==> src/rtl/calc_core_seq.sv <==
// Sequential calculator core: operand registers, ALU, shift-add multiplier, restoring divider.
// Optional `CALC_FLAGS_EN adds a registered {divzero, cy_bw, zero} flags output.
module calc_core_seq #(
  parameter int unsigned WIDTH = 4
) (
  input  logic             clk,
  input  logic             reset,
  input  logic             start,
  input  logic [2:0]       op,
  input  logic [WIDTH-1:0] a,
  input  logic [WIDTH-1:0] b,
  output logic             busy,
  output logic             done,
`ifdef CALC_FLAGS_EN
  output logic [2:0]       flags,
`endif
  output logic [WIDTH-1:0] out_h,
  output logic [WIDTH-1:0] out_l
);

  localparam logic [2:0] StIdle = 3'd0;
  localparam logic [2:0] StAlu  = 3'd1;
  localparam logic [2:0] StMul  = 3'd2;
  localparam logic [2:0] StDiv  = 3'd3;
  localparam logic [2:0] StDone = 3'd4;

  localparam int unsigned CW = $clog2(WIDTH + 1);

  logic [2:0]       r_state;
  logic [2:0]       r_op;
  logic [WIDTH-1:0] r_a;
  logic [WIDTH-1:0] r_b;
  logic [WIDTH-1:0] r_hi;
  logic [WIDTH-1:0] r_lo;
  logic [CW-1:0]    r_cnt;
  logic [WIDTH-1:0] r_out_h;
  logic [WIDTH-1:0] r_out_l;

  logic [WIDTH:0]   w_add;
  logic [WIDTH:0]   w_sub;
  logic [WIDTH-1:0] w_alu_h;
  logic [WIDTH-1:0] w_alu_l;
  logic [WIDTH:0]   w_msum;
  logic [WIDTH:0]   w_trial;
  logic             w_ge;
  logic [WIDTH-1:0] w_diff;
  logic             w_iter_last;
  logic             w_finish;
  logic [WIDTH-1:0] w_res_h;
  logic [WIDTH-1:0] w_res_l;

  assign busy  = (r_state == StAlu) || (r_state == StMul) || (r_state == StDiv);
  assign done  = (r_state == StDone);
  assign out_h = r_out_h;
  assign out_l = r_out_l;

  always_comb begin
    w_add   = {1'b0, r_a} + {1'b0, r_b};
    w_sub   = {1'b0, r_a} - {1'b0, r_b};
    w_alu_h = '0;
    w_alu_l = '0;
    case (r_op)
      3'b000: begin
        w_alu_l = w_add[WIDTH-1:0];
        w_alu_h = WIDTH'(w_add[WIDTH]);
      end
      3'b001: begin
        w_alu_l = w_sub[WIDTH-1:0];
        w_alu_h = WIDTH'(w_sub[WIDTH]);
      end
      3'b010:  w_alu_l = r_a & r_b;
      3'b011:  w_alu_l = r_a ^ r_b;
      3'b110:  w_alu_l = r_a;
      3'b111:  w_alu_l = r_b;
      // Divide-by-zero is the only divide that reaches the ALU path.
      default: w_alu_l = '0;
    endcase
  end

  // Multiplier: add A into the upper half when the current multiplier LSB is set.
  assign w_msum  = {1'b0, r_hi} + (r_lo[0] ? {1'b0, r_a} : '0);
  // Divider: shift the next dividend bit into the partial remainder and trial-subtract.
  assign w_trial = {r_hi, r_lo[WIDTH-1]};
  assign w_ge    = (w_trial >= {1'b0, r_b});
  assign w_diff  = w_trial[WIDTH-1:0] - r_b;

  assign w_iter_last = (r_cnt == CW'(WIDTH));
  assign w_finish    = (r_state == StAlu) ||
                       (((r_state == StMul) || (r_state == StDiv)) && w_iter_last);
  assign w_res_h     = (r_state == StAlu) ? w_alu_h : r_hi;
  assign w_res_l     = (r_state == StAlu) ? w_alu_l : r_lo;

  always_ff @(posedge clk or negedge reset) begin
    if (!reset) begin
      r_state <= StIdle;
      r_op    <= '0;
      r_a     <= '0;
      r_b     <= '0;
      r_hi    <= '0;
      r_lo    <= '0;
      r_cnt   <= '0;
      r_out_h <= '0;
      r_out_l <= '0;
    end else begin
      case (r_state)
        StIdle: begin
          if (start) begin
            r_op  <= op;
            r_a   <= a;
            r_b   <= b;
            r_cnt <= '0;
            r_hi  <= '0;
            r_lo  <= (op == 3'b101) ? b : a;
            if (op == 3'b101) begin
              r_state <= StMul;
            end else if ((op == 3'b100) && (b != '0)) begin
              r_state <= StDiv;
            end else begin
              r_state <= StAlu;
            end
          end
        end
        StAlu: r_state <= StDone;
        StMul: begin
          if (w_iter_last) begin
            r_state <= StDone;
          end else begin
            {r_hi, r_lo} <= {w_msum, r_lo[WIDTH-1:1]};
            r_cnt        <= r_cnt + CW'(1);
          end
        end
        StDiv: begin
          if (w_iter_last) begin
            r_state <= StDone;
          end else begin
            r_hi  <= w_ge ? w_diff : w_trial[WIDTH-1:0];
            r_lo  <= {r_lo[WIDTH-2:0], w_ge};
            r_cnt <= r_cnt + CW'(1);
          end
        end
        StDone:  r_state <= StIdle;
        default: r_state <= StIdle;
      endcase
      if (w_finish) begin
        r_out_h <= w_res_h;
        r_out_l <= w_res_l;
      end
    end
  end

`ifdef CALC_FLAGS_EN
  logic [2:0] r_flags;
  logic       w_cy_bw;

  assign w_cy_bw = (r_state == StAlu) &&
                   (((r_op == 3'b000) && w_add[WIDTH]) || ((r_op == 3'b001) && w_sub[WIDTH]));
  assign flags   = r_flags;

  always_ff @(posedge clk or negedge reset) begin
    if (!reset) begin
      r_flags <= 3'b000;
    end else if (w_finish) begin
      r_flags <= {(r_op == 3'b100) && (r_b == '0), w_cy_bw, {w_res_h, w_res_l} == '0};
    end
  end
`endif

endmodule

==> config.mk <==
export PLATFORM = sky130hd
export DESIGN_NAME = calc_core_seq
export DESIGN_NICKNAME = d
export VERILOG_FILES = /design/src/rtl/calc_core_seq.sv
export SDC_FILE = /design/constraint.sdc
export NUM_CORES = 1
export LEC_CHECK = 0
export CORE_ASPECT_RATIO = 0.7
export CORE_MARGIN = 4
export CORE_UTILIZATION = 40
export CTS_BUF_LIST = sky130_fd_sc_hd__clkbuf_8
export DETAILED_ROUTE_END_ITERATION = 7
export PLACE_DENSITY_LB_ADDON = 0.25
export SETUP_SLACK_MARGIN = 0.02
export SYNTH_ARGS = -nofsm -noshare
export SYNTH_HDL_FRONTEND = slang
export SYNTH_SLANG_ARGS = --single-unit
export TNS_END_PERCENT = 10
==> constraint.sdc <==
create_clock -name clk -period 1.7 [get_ports clk]
set_clock_uncertainty 0.05 [all_clocks]
set_input_delay 0.51 -clock clk [delete_from_list [all_inputs] [get_ports clk]]
set_output_delay 0.51 -clock clk [all_outputs]
set_load 0.01 [all_outputs]
# Word level (Yosys, flattened, before mapping)
# Cells that the tools add are included.
word_totals:
  ff_bits: 33
  latch_bits: 0
  ramBits: 0
  romBits: 0
  inputBits: 14
  out_inout_bits: 10
  wordCells: 73
  mem_count: 0
classes:
  add_sub_neg: 5
  mul: 0
  div: 0
  n_lt_le_gt_ge: 1
  eq_ne: 17
  shift: 0
  mux: 23
  bitwise_logic: 2
  n_reduce_logical: 16
ops:
  columns: ["operator", "n"]
  rows:
  - ["$mux W4", 11]
  - ["$pmux W4 S3", 2]
  - ["$pmux W4 S6", 1]
  - ["$eq A3 B3 Y1 const B", 6]
  - ["$eq A3 B2 Y1 const B", 4]
  - ["$mux W3", 4]
  - ["$add A4 B4 Y5", 2]
  - ["$pmux W3 S3", 1]
  - ["$ne A2 B2 Y1 const B", 4]
  - ["$eq A3 B1 Y1 const B", 2]
  - ["$logic_not A3 Y1", 2]
  - ["$pmux W3 S2", 1]
  - ["$ge A5 B4 Y1", 1]
  - ["$sub A4 B4 Y5", 1]
  - ["$and A4 B4 Y4", 1]
  - ["$logic_or A1 B1 Y1", 4]
  - ["$mux W2", 2]
  - ["$reduce_and A2 Y1", 2]
  - ["$reduce_and A4 Y1", 1]
  - ["$reduce_bool A4 Y1", 1]
  - ["$sub A4 B4 Y4", 1]
  - ["$xor A4 B4 Y4", 1]
  - ["$add A3 B1 Y3 const B", 1]
  - ["$reduce_and A3 Y1", 1]
  - ["6 further kinds", 7]

# Logic depth before layout (Yosys ltp)
logic_depth:
  word_depth: 6
  ltp_mapped: 8
  depth_no_buf: 8

# Least setup slack after synthesis
# No wires, ideal clock.
synth_path:
  path_kind: "reg2reg"
  startpoint: "register r_b[1]"
  endpoint: "register r_hi[3]"
  setup_time_ns: 0.126
  t_arrival_ns: 1.711
  required_time_ns: 1.524
  setup_slack_ns: -0.187
  path_stages_with_launch: 8
  path_buffers: 0
  period_less_slack_ns: 1.887
  cell_sequence: "dfrtp_1 inv_1 ha_1 nand2b_1 nand2b_1 a2111oi_0 nor4_1 a221o_1"
synth_between:
  elab_chain_len: 4
  elab_cells_between_ends: 5
  cone_classes: "add/sub: 1; order compare: 1; mux: 3"
synth_rtl:
  columns: ["item", "line_no", "rtl"]
  rows:
  - ["from (decl)", "32", "logic [WIDTH-1:0] r_b;"]
  - ["from (signal assigned)", "98", "r_b <= '0;"]
  - ["from (signal assigned)", "110", "r_b <= b;"]
  - ["$sub A4 B4 Y4 or $ge A5 B4 Y1 (tied branches)", "85, 84", null]
  - ["$mux W4 (*)", "136", "r_hi <= w_ge ? w_diff : w_trial[WIDTH-1:0];"]
  - ["$mux W4 (*)", "133", "if (w_iter_last) begin"]
  - ["$pmux W4 S3 (*)", "105", "case (r_state)"]
  - ["to (signal assigned)", "128", "{r_hi, r_lo} <= {w_msum, r_lo[WIDTH-1:1]};"]
  - ["to (signal assigned)", "136", null]
  - ["to (decl)", "33", "logic [WIDTH-1:0] r_hi;"]
# Every way passes the cells marked *; elsewhere a longest branch is shown, timed or not. The select of a mux whose other input is x is not followed.
# A chain may end at the register's enable or synchronous reset.

# Final worst setup path
layout_path:
  startpoint: "register r_b[0]"
  endpoint: "register r_out_l[1], in the netlist out_l[1]"
layout_between:
  elab_chain_len: 3
  elab_cells_between_ends: 4
  cone_classes: "add/sub: 2; mux: 2"
layout_rtl:
  columns: ["item", "line_no", "rtl"]
  rows:
  - ["$sub A4 B4 Y5 or $add A4 B4 Y5 (tied branches)", "59, 58", null]
  - ["$pmux W4 S6 (*)", "62", "case (r_op)"]
  - ["$mux W4 (*)", "91", "assign w_res_l = (r_state == StAlu) ? w_alu_l : r_lo;"]
  - ["to (signal assigned)", "146", "r_out_l <= w_res_l;"]
  - ["to (decl)", "37", "logic [WIDTH-1:0] r_out_l;"]
# Every way passes the cells marked *; elsewhere a longest branch is shown, timed or not.

==> flow_summary_export.csv <==
group,metric,value,unit
global_routing,grtUsageMet2,0.281,
sta,final.setup.worst_slack,-0.258,ns
logic_synthesis,synth-seq-cells,33,
final_layout,antennaDiodeCount,0,
clock_tree,postCtsSetupBuffers,0,
clock_tree,h-tree-depth,2,
critical_path,critPathKind,"reg2reg",
critical_path,r2r_start,"r_b[0]",
critical_path,cp_max_fo,3,
status,outcome,"complete, but fails checks",
status,violations,"setup timing",
place,preCtsSetupSlack,-0.371,ns
logic_synthesis,cell_types_occupying_the_most_area_after_synthesis,"dfrtp_1 (34%), ha_1 (9.2%), o21ai_0 (5.3%), nand2_1 (5.1%), mux2_2 (4.6%)",
logic_synthesis,netlist_area,2450,um^2
final_layout,n_fill_cell,502,
logic_synthesis,ys_warn_count,0,
floorplan,num_rows,23,
logic_synthesis,synth_async_reset_ratio,1.00,
clock_tree,cts.path.max_buffers,2,
detailed_routing,wl_per_cell,16.1,um
logic_synthesis,syn-num-nets,302,
logic_synthesis,synth.distinct_cells,56,
place,dpl.hpwl,5.31,mm
detailed_routing,postRouteWirelength,6.83,mm
logic_synthesis,post-synth-top-area-fraction,0.338,
global_routing,grt_max_degree,34,
clock_tree,worst_skew_pair.late_latency,0.29,ns
logic_synthesis,synth.yosys.seq_area_share,0.338,
clock_tree,tritoncts_buffers,5,
hold_path,timing.hold.worst_endpoint,"r_lo[2]",
hold_path,hold_path_class,"reg2reg",
floorplan,die-area,7450,um^2
hold_path,min-delay-start,"r_lo[2]",
critical_path,cp_data_required_time,1.83,ns
global_routing,grt_busiest_layer,"met1",
global_routing,antenna_found_initial,0,
floorplan,floorplan_core_area,5810,um^2
sta,rsz0062_at_grt,"true",
floorplan,chipHeight,73.4,um
final_layout,area_delta_synth_final,39.3,%
power,power_density_over_the_cells,2100,nW/um^2
final_layout,finish.net_count,383,
sta,finalCritPeriodShare,1.15,
critical_path,critical_path.reg2reg.endpoint,"out_l[1]",
critical_path,setup.reg_to_reg.worst_slack,-0.26,ns
global_routing,grt_pass1_vias,2091,
place,routabilityCongestion,0.866,
clock_tree,numClockSinks,33,
sta,setup_violation_total_in_the_final_timing_report,9,
sta,timing_hold_violations_final,0,
global_routing,grtUsageTotal,0.190,
sta,period_minus_slack,1.96,ns
detailed_routing,vias_per_cell,5.24,
sta,slew-limit-headroom,0.736,
sta,timing_worst_slew_pin_value,0.395,ns
detailed_routing,post-route-drc-count,0,
floorplan,start_util,0.421,
critical_path,worst_r2r_path_depth,9,
logic_synthesis,synth.avg_cell_area,9.20,um^2
sta,maxClockFrequency,0.511,GHz
floorplan,ios,24,
logic_synthesis,postSynthCellCount,266,
detailed_routing,vias,2218,
logic_synthesis,synth.largest_area_cell,"dfrtp_1",
detailed_routing,drt-initial-drc-count,158,
logic_synthesis,synth_flop_cell,"dfrtp_1",
clock_tree,root_buffer,"clkbuf_8",
clock_tree,post_cts_clock_slew_at_the_launch_and_capture_registers_of_the_worst_setup_and_hold_paths,0.07,ns
critical_path,critPathLaunchType,"register",
logic_synthesis,synth.cells.most_frequent,"dfrtp_1 (33), nand2_1 (33), o21ai_0 (26)",
detailed_routing,drt_pass1_iterations,4,
run,max_cap_viol_count,0,
sta,timing.final.max_slew_violations,0,
logic_synthesis,synth-edff-count,0,
critical_path,cp_data_arrival_time,2.09,ns
critical_path,cp-end-kind,"register",
detailed_routing,antenna_left,0,
hold_path,timing.hold.worst_path_depth,2,
global_routing,use_met3,0.0389,
global_routing,gr-usage-met1,0.286,
final_layout,multiInputGateArea,1580,um^2
place,placement.io_buffers,23,
power,power.ir.vdd_worst,0.00145,V
global_routing,total_congestion_overflow,0,
sta,timing.setup.tns,-1.05,ns
power,leakagePower,1.61,nW
floorplan,die_width,101,um
final_layout,ff_latch_area,828,um^2
final_layout,fraction_of_final_layout_cells_sized_beyond_drive_strength_1,0.336,
clock_tree,cts_tree,"done",
global_routing,grt_first_pass_wirelength,10.8,mm
==> through the flow <==
| stage | hold WS (ns) | instance area [um^2] | cells | utilization | power [mW] |
|---|---|---|---|---|---|
| 2_1_floorplan | 0.164 | 2470 | 266 | - | 4.19 |
| 3_3_place_gp | 0.418 | 3200 | 415 | 0.551 | 5.95 |
| 3_5_place_dp | 0.424 | 3200 | 415 | 0.551 | 6.02 |
| 4_1_cts | 0.439 | 3350 | 423 | 0.576 | 6.90 |
| 5_1_grt | 0.491 | 3410 | 423 | 0.586 | 7.72 |
| 6_report | 0.437 | 3410 | 423 | 0.586 | 7.16 |
==> report_power, final <==
group / switching [mW] / total (mW) / internal (mW)
clock network: 0.310 / 0.782 / 0.472
registers: 0.359 / 1.49 / 1.13
logic: 2.39 / 4.89 / 2.49
total: 3.06 / 7.16 / 4.10
==> metal layers <==
layer | wire (um) | vias up | part of all wire
met4 | 44 | 0 | 0.0064
met2 | 2920 | 44 | 0.43
met3 | 447 | 5 | 0.065
li1 | - | 1096 | -
met5 | 0 | - | 0
met1 | 3410 | 1073 | 0.50
==> layout by cell type (no fill, tap or decap), drive strengths merged, types with 2 or more instances in the layout <==
cell,Yosys,layout
buf,8,63
nand2,34,34
dfrtp,33,33
o21ai,27,27
inv,21,22
ha,18,18
nor2,18,18
a21oi,17,17
clkdlybuf4s50,0,12
mux2,10,10
dlygate4sd2,0,9
clkbuf,3,6
nor2b,6,6
nand2b,6,6
nor3,6,6
and2,5,5
nand3,5,5
mux2i,4,4
xnor2,4,4
fa,4,4
a22o,3,3
a31oi,3,3
nor4,3,3
nand4,2,2
a21o,2,2
a221oi,2,2
a2111oi,2,2
==> flip-flops by register name (all words and copies together) (netlist names) <==
signal and flops:
r_a 4, r_state 3, out_h 4, r_op 3, r_hi 4, r_b 4, r_lo 4, r_cnt 3
out_l 4
==> worst max-delay path: stages, from the launching register on <==
cell and delay [ns]:
dfrtp_1 0.38, ha_2 0.20, inv_2 0.04, fa_1 0.52, nor3_2 0.05, a31oi_1 0.16
o21ai_1 0.09, a221oi_2 0.19, buf_4 0.16, nor2_2 0.03
==> kinds of logic after synthesis <==
logic type	synth area share
buffers and inverters	0.0644
multiplexers	0.0716
AO/OA/AOI/OAI	0.180
AND/OR/NAND/NOR	0.204
XOR/XNOR	0.0179
flip-flops	0.338
adder cells (fa/ha/maj)	0.125
==> final cells by class <==
| cell class | instances | area share |
|---|---|---|
| Timing Repair Buffer | 85 | 0.209 |
| Clock inverter | 2 | 0.00992 |
| Sequential cell | 33 | 0.243 |
| Inverter | 21 | 0.0231 |
| Tap cell | 75 | 0.0275 |
| Clock buffer | 6 | 0.0242 |
| Multi-Input combinational cell | 201 | 0.463 |
==> repair_timing <==
action | CTS | global route
resized for setup | 28 | 17
hold buffers | 0 | 0
pin swaps | 5 | 6
cloned | 0 | 0
endpoints found under the hold margin | 0 | 0
setup endpoints to repair | 27 | 28
==> worst max path at each step <==
stage	endpoint	from	slack [ns]
after floorplan	out_l[1]	r_b[0]	-0.06
after global placement	r_b[0]	start	-0.36
after detailed placement	r_a[3]	start	-0.37
after CTS	out_l[1]	r_b[0]	-0.26
after global routing	out_l[1]	r_b[0]	-0.32
final	out_l[1]	r_b[0]	-0.26
(Power assumes the default switching activity.)
